**config.mk**
```make
export PLATFORM = sky130hd
export DESIGN_NAME = rsa_msg_framer_flat
export DESIGN_NICKNAME = d
export VERILOG_FILES = /design/src/rtl/rsa_msg_framer_if.sv /design/src/rtl/rsa_msg_framer.sv /design/src/flat_wrapper.sv
export SDC_FILE = /design/constraint.sdc
export NUM_CORES = 1
export LEC_CHECK = 0
export BUFFER_PORTS_ARGS = -buffer_cell sky130_fd_sc_hd__buf_2
export CELL_PAD_IN_SITES_DETAIL_PLACEMENT = 1
export CELL_PAD_IN_SITES_GLOBAL_PLACEMENT = 1
export CORE_UTILIZATION = 40
export DETAILED_ROUTE_END_ITERATION = 16
export GPL_ROUTABILITY_DRIVEN = 0
export PLACE_DENSITY_LB_ADDON = 0.08
export SYNTH_ARGS = -nofsm -noshare
export SYNTH_HDL_FRONTEND = slang
export SYNTH_SLANG_ARGS = --single-unit
```
**constraint.sdc**
```tcl
create_clock -name clk -period 3.2 [get_ports clk]
set_clock_uncertainty 0.15 [all_clocks]
set_input_delay 0.96 -clock clk [delete_from_list [all_inputs] [get_ports clk]]
set_output_delay 0.96 -clock clk [all_outputs]
set_load 0.01 [all_outputs]
```
**src/rtl/rsa_msg_framer_if.sv**
```systemverilog
// ============================================================================
//  Module      : rsa_msg_framer_if
//  Description : Byte-wide valid/ready stream used for the plaintext input
//                and ciphertext output of the RSA message framer.
//  Revision    : 1.0  initial release
// ============================================================================
`default_nettype none

interface rsa_msg_framer_if;
    logic [7:0] data;
    logic       valid;
    logic       ready;

    // Producer side of the stream
    modport master (
        output data,
        output valid,
        input  ready
    );

    // Consumer side of the stream
    modport slave (
        input  data,
        input  valid,
        output ready
    );
endinterface

`default_nettype wire

```
**src/rtl/rsa_msg_framer.sv**
```systemverilog
// ============================================================================
//  Module      : rsa_msg_framer
//  Description : Packs 16 input bytes (MSB first) into a 128-bit message,
//                range-checks it against modulus n, sequences the RSA core
//                (reset, start, wait for done with timeout) and streams the
//                128-bit ciphertext back out as 16 bytes (MSB first).
//  Revision    : 1.0  initial release
// ============================================================================
`default_nettype none

module rsa_msg_framer #(
    parameter int TIMEOUT = 1048576,
    parameter int TW      = 32
) (
    input  wire             clk,
    input  wire             reset,
    rsa_msg_framer_if.slave  in_s,
    rsa_msg_framer_if.master out_m,
    input  wire  [127:0]    n,
    output logic            busy,
    output logic            err_range,
    output logic            err_timeout,
    output logic            enc_reset,
    output logic            enc_start,
    output logic [127:0]    enc_message,
    input  wire             enc_done,
    input  wire  [127:0]    enc_cipher
);

    typedef enum logic [2:0] {
        LOAD      = 3'd0,
        CHECK     = 3'd1,
        ENC_RST   = 3'd2,
        ENC_START = 3'd3,
        WAIT_DONE = 3'd4,
        DRAIN     = 3'd5
    } state_t;

    // Timeout fires on the cycle the counter would step to TIMEOUT-1, so the
    // registered pulse appears on the TIMEOUT-th cycle after entering WAIT_DONE.
    localparam logic [TW-1:0] C_TMO_LAST = TW'(TIMEOUT - 2);

    state_t         state_q,       state_d;
    logic [3:0]     count_q,       count_d;
    logic [127:0]   msg_q,         msg_d;
    logic [127:0]   shreg_q,       shreg_d;
    logic [TW-1:0]  tmo_q,         tmo_d;
    logic           out_valid_q,   out_valid_d;
    logic           busy_q,        busy_d;
    logic           err_range_q,   err_range_d;
    logic           err_timeout_q, err_timeout_d;
    logic           enc_start_q,   enc_start_d;
    logic           enc_reset_q,   enc_reset_d;
    logic [127:0]   enc_message_q, enc_message_d;

    logic           w_in_fire;
    logic           w_out_fire;
    logic [127:0]   w_msg_next;

    assign w_in_fire  = in_s.valid && (state_q == LOAD);
    assign w_out_fire = out_valid_q && out_m.ready;
    assign w_msg_next = {msg_q[119:0], in_s.data};

    // Next-state and next-output decode; every output is taken from a flop
    always_comb begin
        state_d       = state_q;
        count_d       = count_q;
        msg_d         = msg_q;
        shreg_d       = shreg_q;
        tmo_d         = tmo_q;
        out_valid_d   = out_valid_q;
        err_range_d   = 1'b0;
        err_timeout_d = 1'b0;
        enc_message_d = enc_message_q;

        case (state_q)
            LOAD: begin
                if (w_in_fire) begin
                    msg_d = w_msg_next;
                    if (count_q == 4'd15) begin
                        count_d = 4'd0;
                        state_d = CHECK;
                        // Evaluated on the completed message so the flag is
                        // already registered while CHECK is the current state.
                        err_range_d = (w_msg_next >= n) || (n < 128'd2);
                    end else begin
                        count_d = count_q + 4'd1;
                    end
                end
            end
            CHECK: begin
                if (err_range_q) begin
                    state_d = LOAD;
                end else begin
                    enc_message_d = msg_q;
                    state_d       = ENC_RST;
                end
            end
            ENC_RST: begin
                // Two cycles of core reset beyond the CHECK cycle
                if (count_q == 4'd1) begin
                    count_d = 4'd0;
                    state_d = ENC_START;
                end else begin
                    count_d = count_q + 4'd1;
                end
            end
            ENC_START: begin
                tmo_d   = '0;
                state_d = WAIT_DONE;
            end
            WAIT_DONE: begin
                if (enc_done) begin
                    shreg_d     = enc_cipher;
                    tmo_d       = '0;
                    out_valid_d = 1'b1;
                    state_d     = DRAIN;
                end else if (tmo_q == C_TMO_LAST) begin
                    tmo_d         = '0;
                    err_timeout_d = 1'b1;
                    state_d       = LOAD;
                end else begin
                    tmo_d = tmo_q + 1'b1;
                end
            end
            DRAIN: begin
                if (w_out_fire) begin
                    shreg_d = {shreg_q[119:0], 8'h00};
                    if (count_q == 4'd15) begin
                        count_d     = 4'd0;
                        out_valid_d = 1'b0;
                        state_d     = LOAD;
                    end else begin
                        count_d = count_q + 4'd1;
                    end
                end
            end
            default: begin
                state_d = LOAD;
                count_d = 4'd0;
            end
        endcase

        // Busy once any byte of a block is held, until the block retires
        busy_d      = (state_d != LOAD) || (count_d != 4'd0);
        enc_start_d = (state_d == ENC_START);
        enc_reset_d = !((state_d == ENC_START) || (state_d == WAIT_DONE));
    end

    // State and output registers with synchronous reset
    always_ff @(posedge clk) begin
        if (reset) begin
            state_q       <= LOAD;
            count_q       <= 4'd0;
            msg_q         <= '0;
            shreg_q       <= '0;
            tmo_q         <= '0;
            out_valid_q   <= 1'b0;
            busy_q        <= 1'b0;
            err_range_q   <= 1'b0;
            err_timeout_q <= 1'b0;
            enc_start_q   <= 1'b0;
            enc_reset_q   <= 1'b1;
            enc_message_q <= '0;
        end else begin
            state_q       <= state_d;
            count_q       <= count_d;
            msg_q         <= msg_d;
            shreg_q       <= shreg_d;
            tmo_q         <= tmo_d;
            out_valid_q   <= out_valid_d;
            busy_q        <= busy_d;
            err_range_q   <= err_range_d;
            err_timeout_q <= err_timeout_d;
            enc_start_q   <= enc_start_d;
            enc_reset_q   <= enc_reset_d;
            enc_message_q <= enc_message_d;
        end
    end

    assign in_s.ready   = (state_q == LOAD);
    assign out_m.valid  = out_valid_q;
    assign out_m.data   = shreg_q[127:120];
    assign busy         = busy_q;
    assign err_range    = err_range_q;
    assign err_timeout  = err_timeout_q;
    assign enc_start    = enc_start_q;
    assign enc_reset    = enc_reset_q;
    assign enc_message  = enc_message_q;

endmodule

`default_nettype wire
```
**src/flat_wrapper.sv**
```systemverilog
// flat-port wrapper written by rule: the top's interface ports become plain ports
module rsa_msg_framer_flat 
#(
    parameter int TIMEOUT = 1048576,
    parameter int TW      = 32
)
  (clk, reset, n, busy, err_range, err_timeout, enc_reset, enc_start, enc_message, enc_done, enc_cipher, in_s_data, in_s_valid, in_s_ready, out_m_data, out_m_valid, out_m_ready);
  rsa_msg_framer_if in_s_i ();
  rsa_msg_framer_if out_m_i ();
  input  wire clk;
  input  wire reset;
  input  wire  [127:0] n;
  output logic busy;
  output logic err_range;
  output logic err_timeout;
  output logic enc_reset;
  output logic enc_start;
  output logic [127:0] enc_message;
  input  wire enc_done;
  input  wire  [127:0] enc_cipher;
  input wire logic [$bits(in_s_i.data)-1:0] in_s_data;
  input wire logic [$bits(in_s_i.valid)-1:0] in_s_valid;
  output wire logic [$bits(in_s_i.ready)-1:0] in_s_ready;
  output wire logic [$bits(out_m_i.data)-1:0] out_m_data;
  output wire logic [$bits(out_m_i.valid)-1:0] out_m_valid;
  input wire logic [$bits(out_m_i.ready)-1:0] out_m_ready;
  assign in_s_i.data = in_s_data;
  assign in_s_i.valid = in_s_valid;
  assign in_s_ready = in_s_i.ready;
  assign out_m_data = out_m_i.data;
  assign out_m_valid = out_m_i.valid;
  assign out_m_i.ready = out_m_ready;
  rsa_msg_framer #(.TIMEOUT(TIMEOUT), .TW(TW)) u_core (.clk(clk), .reset(reset), .in_s(in_s_i), .out_m(out_m_i), .n(n), .busy(busy), .err_range(err_range), .err_timeout(err_timeout), .enc_reset(enc_reset), .enc_start(enc_start), .enc_message(enc_message), .enc_done(enc_done), .enc_cipher(enc_cipher));
endmodule
```
==> impl_metrics.env, run 1 <==
export IMPL_die_y_um=225.0
export IMPL_crit_arrival_ps=3270
export IMPL_drc=0
export IMPL_insertion_delay_ps=590
export IMPL_routed_via_count=18600
export IMPL_drt_iter0_markers=904
export IMPL_cts_max_level=2
export IMPL_synth_edf_count=0
export IMPL_startpoint_type="primary input"
export IMPL_grt_setup_unrepaired="false"
export IMPL_r2r_slack_ps=520
export IMPL_grt_pass1_vias=18794
export IMPL_track_usage=0.2618
export IMPL_synth_top_family_by_area="simple AND/OR/NAND/NOR gates"
export IMPL_end_kind="flip-flop"
export IMPL_setup_viol=0
export IMPL_tightest_slew_ps=723.5
export IMPL_synth_most_common_cell="nand2_1"
export IMPL_stdcell_area_um2=24310
export IMPL_hold_viol=0
export IMPL_preCtsSetupSlack_ps=-331.1
export IMPL_power_leakage_nw=11.10
export IMPL_synth_xor_area_frac=0.01145
export IMPL_ys_ff_latch=429
export IMPL_total_power_mw=11.78
export IMPL_grt_max_degree=129
export IMPL_avgRoutedWirePerCell_um=19.35
export IMPL_crit_fanout=2
export IMPL_synthArstFlopShare=0
export IMPL_dp_hpwl_mm=50.22
export IMPL_clock_root_buffer="clkbuf_16"
export IMPL_antenna_found_initial=11
export IMPL_yosys_area_share_simple=0.1988
export IMPL_max_stage_delay_ps=560
export IMPL_synth_cells=2458
export IMPL_ys_seq_area_frac=0.4318
export IMPL_power_density_nw_per_um2=484.8
export IMPL_fin_crit_sh=0.9026
export IMPL_synth_adder_area_share=0.08304
export IMPL_p_seq_frac=0.456
export IMPL_status="completed"
export IMPL_ys_top_cells_by_count="570 x nand2_1, 429 x dfxtp_1, 319 x a21oi_1, 187 x nor2_1, 137 x inv_1"
export IMPL_ys_types=58
export IMPL_timing_rr_end="u_core.tmo_q[21]$_SDFFE_PP0P_"
export IMPL_hold_buffers=0
export IMPL_rr_worst_depth=7
export IMPL_vias_per_cell=5.295
export IMPL_synth_area_mux_share=0.06090
export IMPL_dieWidth_um=225.0
export IMPL_synthesis_nets=2859
export IMPL_num_nets_final=3204
export IMPL_switching_power_mw=2.797
export IMPL_drv_slew=0
export IMPL_r2r_start="u_core.state_q[2]$_SDFF_PP0_"
export IMPL_switching_share=0.2374
export IMPL_die_area_um2=50620
export IMPL_p_clk_frac=0.485
export IMPL_io_pins=412
export IMPL_core_area_um2=48950
export IMPL_placed_area_um2=22670
export IMPL_drive_gt1_frac=0.1929
export IMPL_yosys_warnings=0
export IMPL_clockBufferDepth=3
export IMPL_grt_remaining_overflow=0
export IMPL_slowest_stage="nor4_1"
export IMPL_cts_resized=0
export IMPL_synth_area_top_cells="dfxtp_1 43%, nand2_1 11%, ha_1 8.3%, a21oi_1 8.0%, mux2i_1 6.1%"
export IMPL_area_delta_synth_final_pct=22.22
export IMPL_yosysTopAreaCellShare=0.4318
export IMPL_fmax_mhz=346.2
export IMPL_synth_compound_area_frac=0.1556
export IMPL_final_util=0.4966
export IMPL_crit_type="primary input to flip-flop"
export IMPL_min_from="u_core.msg_q[122]$_SDFFE_PP0P_"
export IMPL_required_ps=3580
export IMPL_cts_setup_buffers=0
export IMPL_ir_drop_uv=330.6
export IMPL_clk_pin_slew_ps=60
export IMPL_relSlewSlack=0.5177
export IMPL_internal_power_mw=8.987
export IMPL_cts_sinks=429
export IMPL_cap_violations=0
export IMPL_fin_ws_ps=311.8
export IMPL_numCtsBuffers=49
export IMPL_cts_tree="built"
export IMPL_syn_cell_area_um2=19890
export IMPL_io_buffers=411
export IMPL_holdPathStages=2
export IMPL_finalCriticalPeriod_ps=2888
export IMPL_synth_top_cell_by_area="dfxtp_1"
export IMPL_start_util=0.4063
export IMPL_fp_row_count=81
export IMPL_hold_path_class="flip-flop to flip-flop"
export IMPL_synthFlopType="dfxtp_1"
export IMPL_drt_total_wl_mm=67.98
export IMPL_avgSynthCellArea_um2=8.092
export IMPL_combPwrFrac=0.058
export IMPL_grt_pass1_wl_mm=103.8
export IMPL_dr_pass1_iters=5
export IMPL_hold_path_end="u_core.enc_message[122]$_SDFFE_PP0P_"
export IMPL_crit_path_cell_trace="buf_2 > nor4_1 > buf_4 > nand4_1 > nor4_1 > buf_4 > a221o_1 > a211oi_1 > a211o_1 > nand2_1"
export IMPL_whs_ps=301.1
export IMPL_drtAntennaViolNets=0
[layer usage]
metal  GRT usage  routed length [um]  vias up
met3     0.05124                3834      115
met2      0.4384               32230      443
met5           0                  38        -
met1      0.3321               29690     8928
li1            -                   -     9108
met4     0.09634                2183        6
[how the worst max path moves through the flow]
stage	slack (ps)	endpoint	start
4_1_cts	280	u_core.err_range$_SDFF_PP0_	n[28]
3_3_place_gp	-370	u_core.err_range$_SDFF_PP0_	n[28]
6_report	310	u_core.err_range$_SDFF_PP0_	n[92]
3_5_place_dp	-330	u_core.err_range$_SDFF_PP0_	n[28]
5_1_grt	200	u_core.err_range$_SDFF_PP0_	n[28]
2_1_floorplan	280	u_core.err_range$_SDFF_PP0_	n[93]
[area by class of cell]
type                            count  area [um^2]
Multi-Input combinational cell   1732        10170
Sequential cell                   429         8588
Fill cell                        6010        24640
Tap cell                          664        830.8
Clock buffer                       64         1385
Timing Repair Buffer              454         2565
Antenna cell                        8        20.02
Clock inverter                     25        235.2
Inverter                          137        514.2
[worst max-delay path, delay by kind of cell]
family / cells / cell delay, ps
AND/OR/NAND/NOR: 4 / 1260
buffers and inverters: 3 / 530
AO/OA/AOI/OAI: 3 / 530
[flip-flops by register name, summed over array words and instances, names as in the netlist]
| name | cells |
|---|---|
| u_core.enc_message | 128 |
| u_core.msg_q | 128 |
| u_core.shreg_q | 128 |
| u_core.tmo_q | 32 |
| u_core.count_q | 4 |
| u_core.state_q | 3 |
| u_core.busy | 1 |
| u_core.enc_reset | 1 |
| u_core.enc_start | 1 |
| u_core.err_range | 1 |
| u_core.err_timeout | 1 |
| u_core.out_m.valid | 1 |
[logic make-up (layout without fill, tap and decap cells)]
logic type / count (synthesis) / count (layout)
simple gates: 931 / 931
other cells: 0 / 8
xor+xnor: 26 / 26
flops: 429 / 429
mux: 121 / 121
buf+inv: 297 / 680
fa+ha+maj: 132 / 132
compound gates: 522 / 522
[power by group through the flow]
| stage | clock [mW] | sequential, mW | combinational, mW |
|---|---|---|---|
| 6_report | 5.72 | 5.38 | 0.688 |
| 5_1_grt | 6.03 | 5.38 | 0.758 |
| 3_5_place_dp | 0 | 5.50 | 0.685 |
| 2_1_floorplan | 0 | 5.49 | 0.321 |
| 3_3_place_gp | 0 | 5.50 | 0.662 |
| 4_1_cts | 5.83 | 5.38 | 0.692 |
[stage by stage]
step	setup TNS (ps)	std cells
floorplan	0	2458
global placement	-373.2	3416
detailed placement	-331.1	3416
CTS	0	3505
global route	0	3509
finish	0	3513
[cells in the final DEF (no fill, tap or decap), drive strengths merged, types with 13 or more instances in the layout]
master  count
nand2     571
dfxtp     429
inv       139
nor3       13
nor4       41
ha        132
clkinv     18
xor2       15
a21o       33
o21ai      19
a211oi    125
mux2i     121
buf       454
clkbuf     64
nor2      187
nand3      27
a21oi     319
nand4      45
Note: power is estimated with default switching activity, not from simulation.
==> inputs of run 2 (changes only) <==
--- a/config.mk
+++ b/config.mk
@@ -8,10 +8,11 @@
 export BUFFER_PORTS_ARGS = -buffer_cell sky130_fd_sc_hd__buf_2
 export CELL_PAD_IN_SITES_DETAIL_PLACEMENT = 1
 export CELL_PAD_IN_SITES_GLOBAL_PLACEMENT = 1
-export CORE_UTILIZATION = 40
+export CORE_UTILIZATION = 30
 export DETAILED_ROUTE_END_ITERATION = 16
 export GPL_ROUTABILITY_DRIVEN = 0
 export PLACE_DENSITY_LB_ADDON = 0.08
+export SKIP_LAST_GASP = 1
 export SYNTH_ARGS = -nofsm -noshare
 export SYNTH_HDL_FRONTEND = slang
 export SYNTH_SLANG_ARGS = --single-unit
==> run 2 against run 1 <==
Effect of this change: via count is 1.1% lower; sequential cell count stayed put; global-route usage is 5.1 points lower; sequential power hardly changed; sequential share of layout area is 0.70 points lower; final area is 2.0% higher; fmax is 3.6% higher; clock power is 9.4% higher; clock-buffer cell count is 10 higher; first-iteration DRC count is 7.5% lower; highest routed layer unchanged; cell count is 6.2% higher; worst setup slack better by 100 ps.
==> impl_metrics.env, run 2 (synthesis results as in run 1) <==
export IMPL_drt_total_wl_mm=72.79
export IMPL_final_cell_count_no_fill=3730
export IMPL_cts_max_level=2
export IMPL_preCtsSetupSlack_ps=-194.2
export IMPL_endpoint="u_core.err_range$_SDFF_PP0_"
export IMPL_grt_max_degree=138
export IMPL_setup_viol=0
export IMPL_cts_setup_buffers=0
export IMPL_track_usage=0.2110
export IMPL_dieWidth_um=259.5
export IMPL_fp_row_count=94
export IMPL_start_util=0.3031
export IMPL_ir_drop_uv=346.0
export IMPL_insertion_delay_ps=600
export IMPL_tightest_slew_ps=785.9
export IMPL_die_area_um2=67330
export IMPL_drt_iter0_markers=836
export IMPL_relSlewSlack=0.4761
export IMPL_drtAntennaViolNets=0
export IMPL_die_y_um=259.5
export IMPL_vias_per_cell=4.931
export IMPL_area_delta_synth_final_pct=24.69
export IMPL_cts_tree="built"
export IMPL_io_buffers=411
export IMPL_grt_pass1_wl_mm=111.1
export IMPL_hold_buffers=0
export IMPL_numCtsBuffers=52
export IMPL_r2r_start="u_core.state_q[2]$_SDFF_PP0_"
export IMPL_dp_cells=3626
export IMPL_io_pins=412
export IMPL_setup_tns_ps=0
export IMPL_core_area_um2=65630
export IMPL_grt_setup_unrepaired="false"
export IMPL_crit_type="primary input to flip-flop"
export IMPL_timing_critical_path_from="in_s_data[0]"
export IMPL_fin_ws_ps=412.4
export IMPL_drv_slew=0
export IMPL_hold_viol=0
export IMPL_cap_violations=0
export IMPL_placed_area_um2=22970
export IMPL_startpoint_type="primary input"
export IMPL_fmax_mhz=358.7
export IMPL_final_cell_mix="569 x nand2_1, 429 x dfxtp_1, 410 x buf_2"
export IMPL_power_leakage_nw=11.21
export IMPL_dr_pass1_iters=5
export IMPL_rr_worst_depth=7
export IMPL_final_util=0.3779
export IMPL_status="completed"
export IMPL_grt_pass1_vias=19231
export IMPL_routed_via_count=18391
export IMPL_cts_sinks=429
export IMPL_num_nets_final=3217
export IMPL_cts_resized=0
export IMPL_timing_rr_end="u_core.tmo_q[20]$_SDFFE_PP0P_"
export IMPL_drive_gt1_frac=0.1959
export IMPL_crit_fanout=2
export IMPL_power_density_nw_per_um2=497.4
export IMPL_clock_root_buffer="clkbuf_16"
export IMPL_clockBufferDepth=3
export IMPL_drc=0
export IMPL_hold_path_class="flip-flop to flip-flop"
export IMPL_grt_remaining_overflow=0
export IMPL_whs_ps=298.7
export IMPL_avgRoutedWirePerCell_um=19.51
export IMPL_clk_pin_slew_ps=60
export IMPL_stdcell_area_um2=24800
export IMPL_fin_crit_sh=0.8711
export IMPL_total_power_mw=12.34
export IMPL_required_ps=3520
export IMPL_dp_hpwl_mm=53.43
export IMPL_finalCriticalPeriod_ps=2788
export IMPL_crit_arrival_ps=3100
export IMPL_r2r_slack_ps=560
export IMPL_antenna_found_initial=31
export IMPL_layout_commonest_cell="nand2_1"
export IMPL_end_kind="flip-flop"
## run 2: cell types whose count changed in the layout (fill, tap and decap cells not counted)
cell | previous run | this run
inv_6 | 2 | 1
clkbuf_16 | 51 | 52
buf_12 | 14 | 12
clkbuf_8 | 6 | 14
clkbuf_1 | 7 | 8
buf_4 | 29 | 41
diode_2 | 8 | 13
clkinv_2 | 18 | 8
clkinv_8 | 0 | 1
bufinv_16 | 4 | 7
clkinvlp_4 | 1 | 0
## run 2: power breakdown
part / total, mW / internal (mW) / switching (mW) / leakage, nW
clock network: 6.26 / 3.85 / 2.41 / 0.893
logic: 0.695 / 0.267 / 0.428 / 6.86
registers: 5.38 / 5.36 / 0.0223 / 3.46
## run 2: how the worst min path moves through the flow
stage,end,start,cells past startpoint
finish,u_core.enc_message[122]$_SDFFE_PP0P_,u_core.msg_q[122]$_SDFFE_PP0P_,2
CTS,u_core.enc_message[10]$_SDFFE_PP0P_,u_core.enc_message[10]$_SDFFE_PP0P_,2
global route,u_core.enc_message[122]$_SDFFE_PP0P_,u_core.msg_q[122]$_SDFFE_PP0P_,2
detailed placement,u_core.enc_message[10]$_SDFFE_PP0P_,u_core.enc_message[10]$_SDFFE_PP0P_,2
global placement,u_core.shreg_q[0]$_SDFFE_PP0P_,u_core.shreg_q[0]$_SDFFE_PP0P_,2
floorplan,u_core.shreg_q[0]$_SDFFE_PP0P_,u_core.shreg_q[0]$_SDFFE_PP0P_,2
## run 2: layout make-up
class                           instances  area [um^2]
Clock inverter                         17        275.3
Tap cell                              864         1081
Timing Repair Buffer                  464         2615
Clock buffer                           74         1524
Multi-Input combinational cell       1732        10170
Inverter                              137        514.2
Antenna cell                           13        32.53
Sequential cell                       429         8588
Fill cell                            7927        40830
## run 2: routing by layer
layer,global-route usage,vias to the layer above,part of all wire
li1,-,9120,-
met1,0.2632,8765,0.45
met2,0.3550,340,0.48
met3,0.04765,128,0.047
met4,0.07369,38,0.027
met5,0,-,0.0034
## run 2: worst max-delay path, stage by stage
cell and delay (ps):
buf_2 90, inv_1 50, ha_1 280, nand2b_1 280, a2111oi_0 480, o311ai_1 160, a211oi_1 200, o22ai_1 140
o41ai_1 380, nand2_1 90
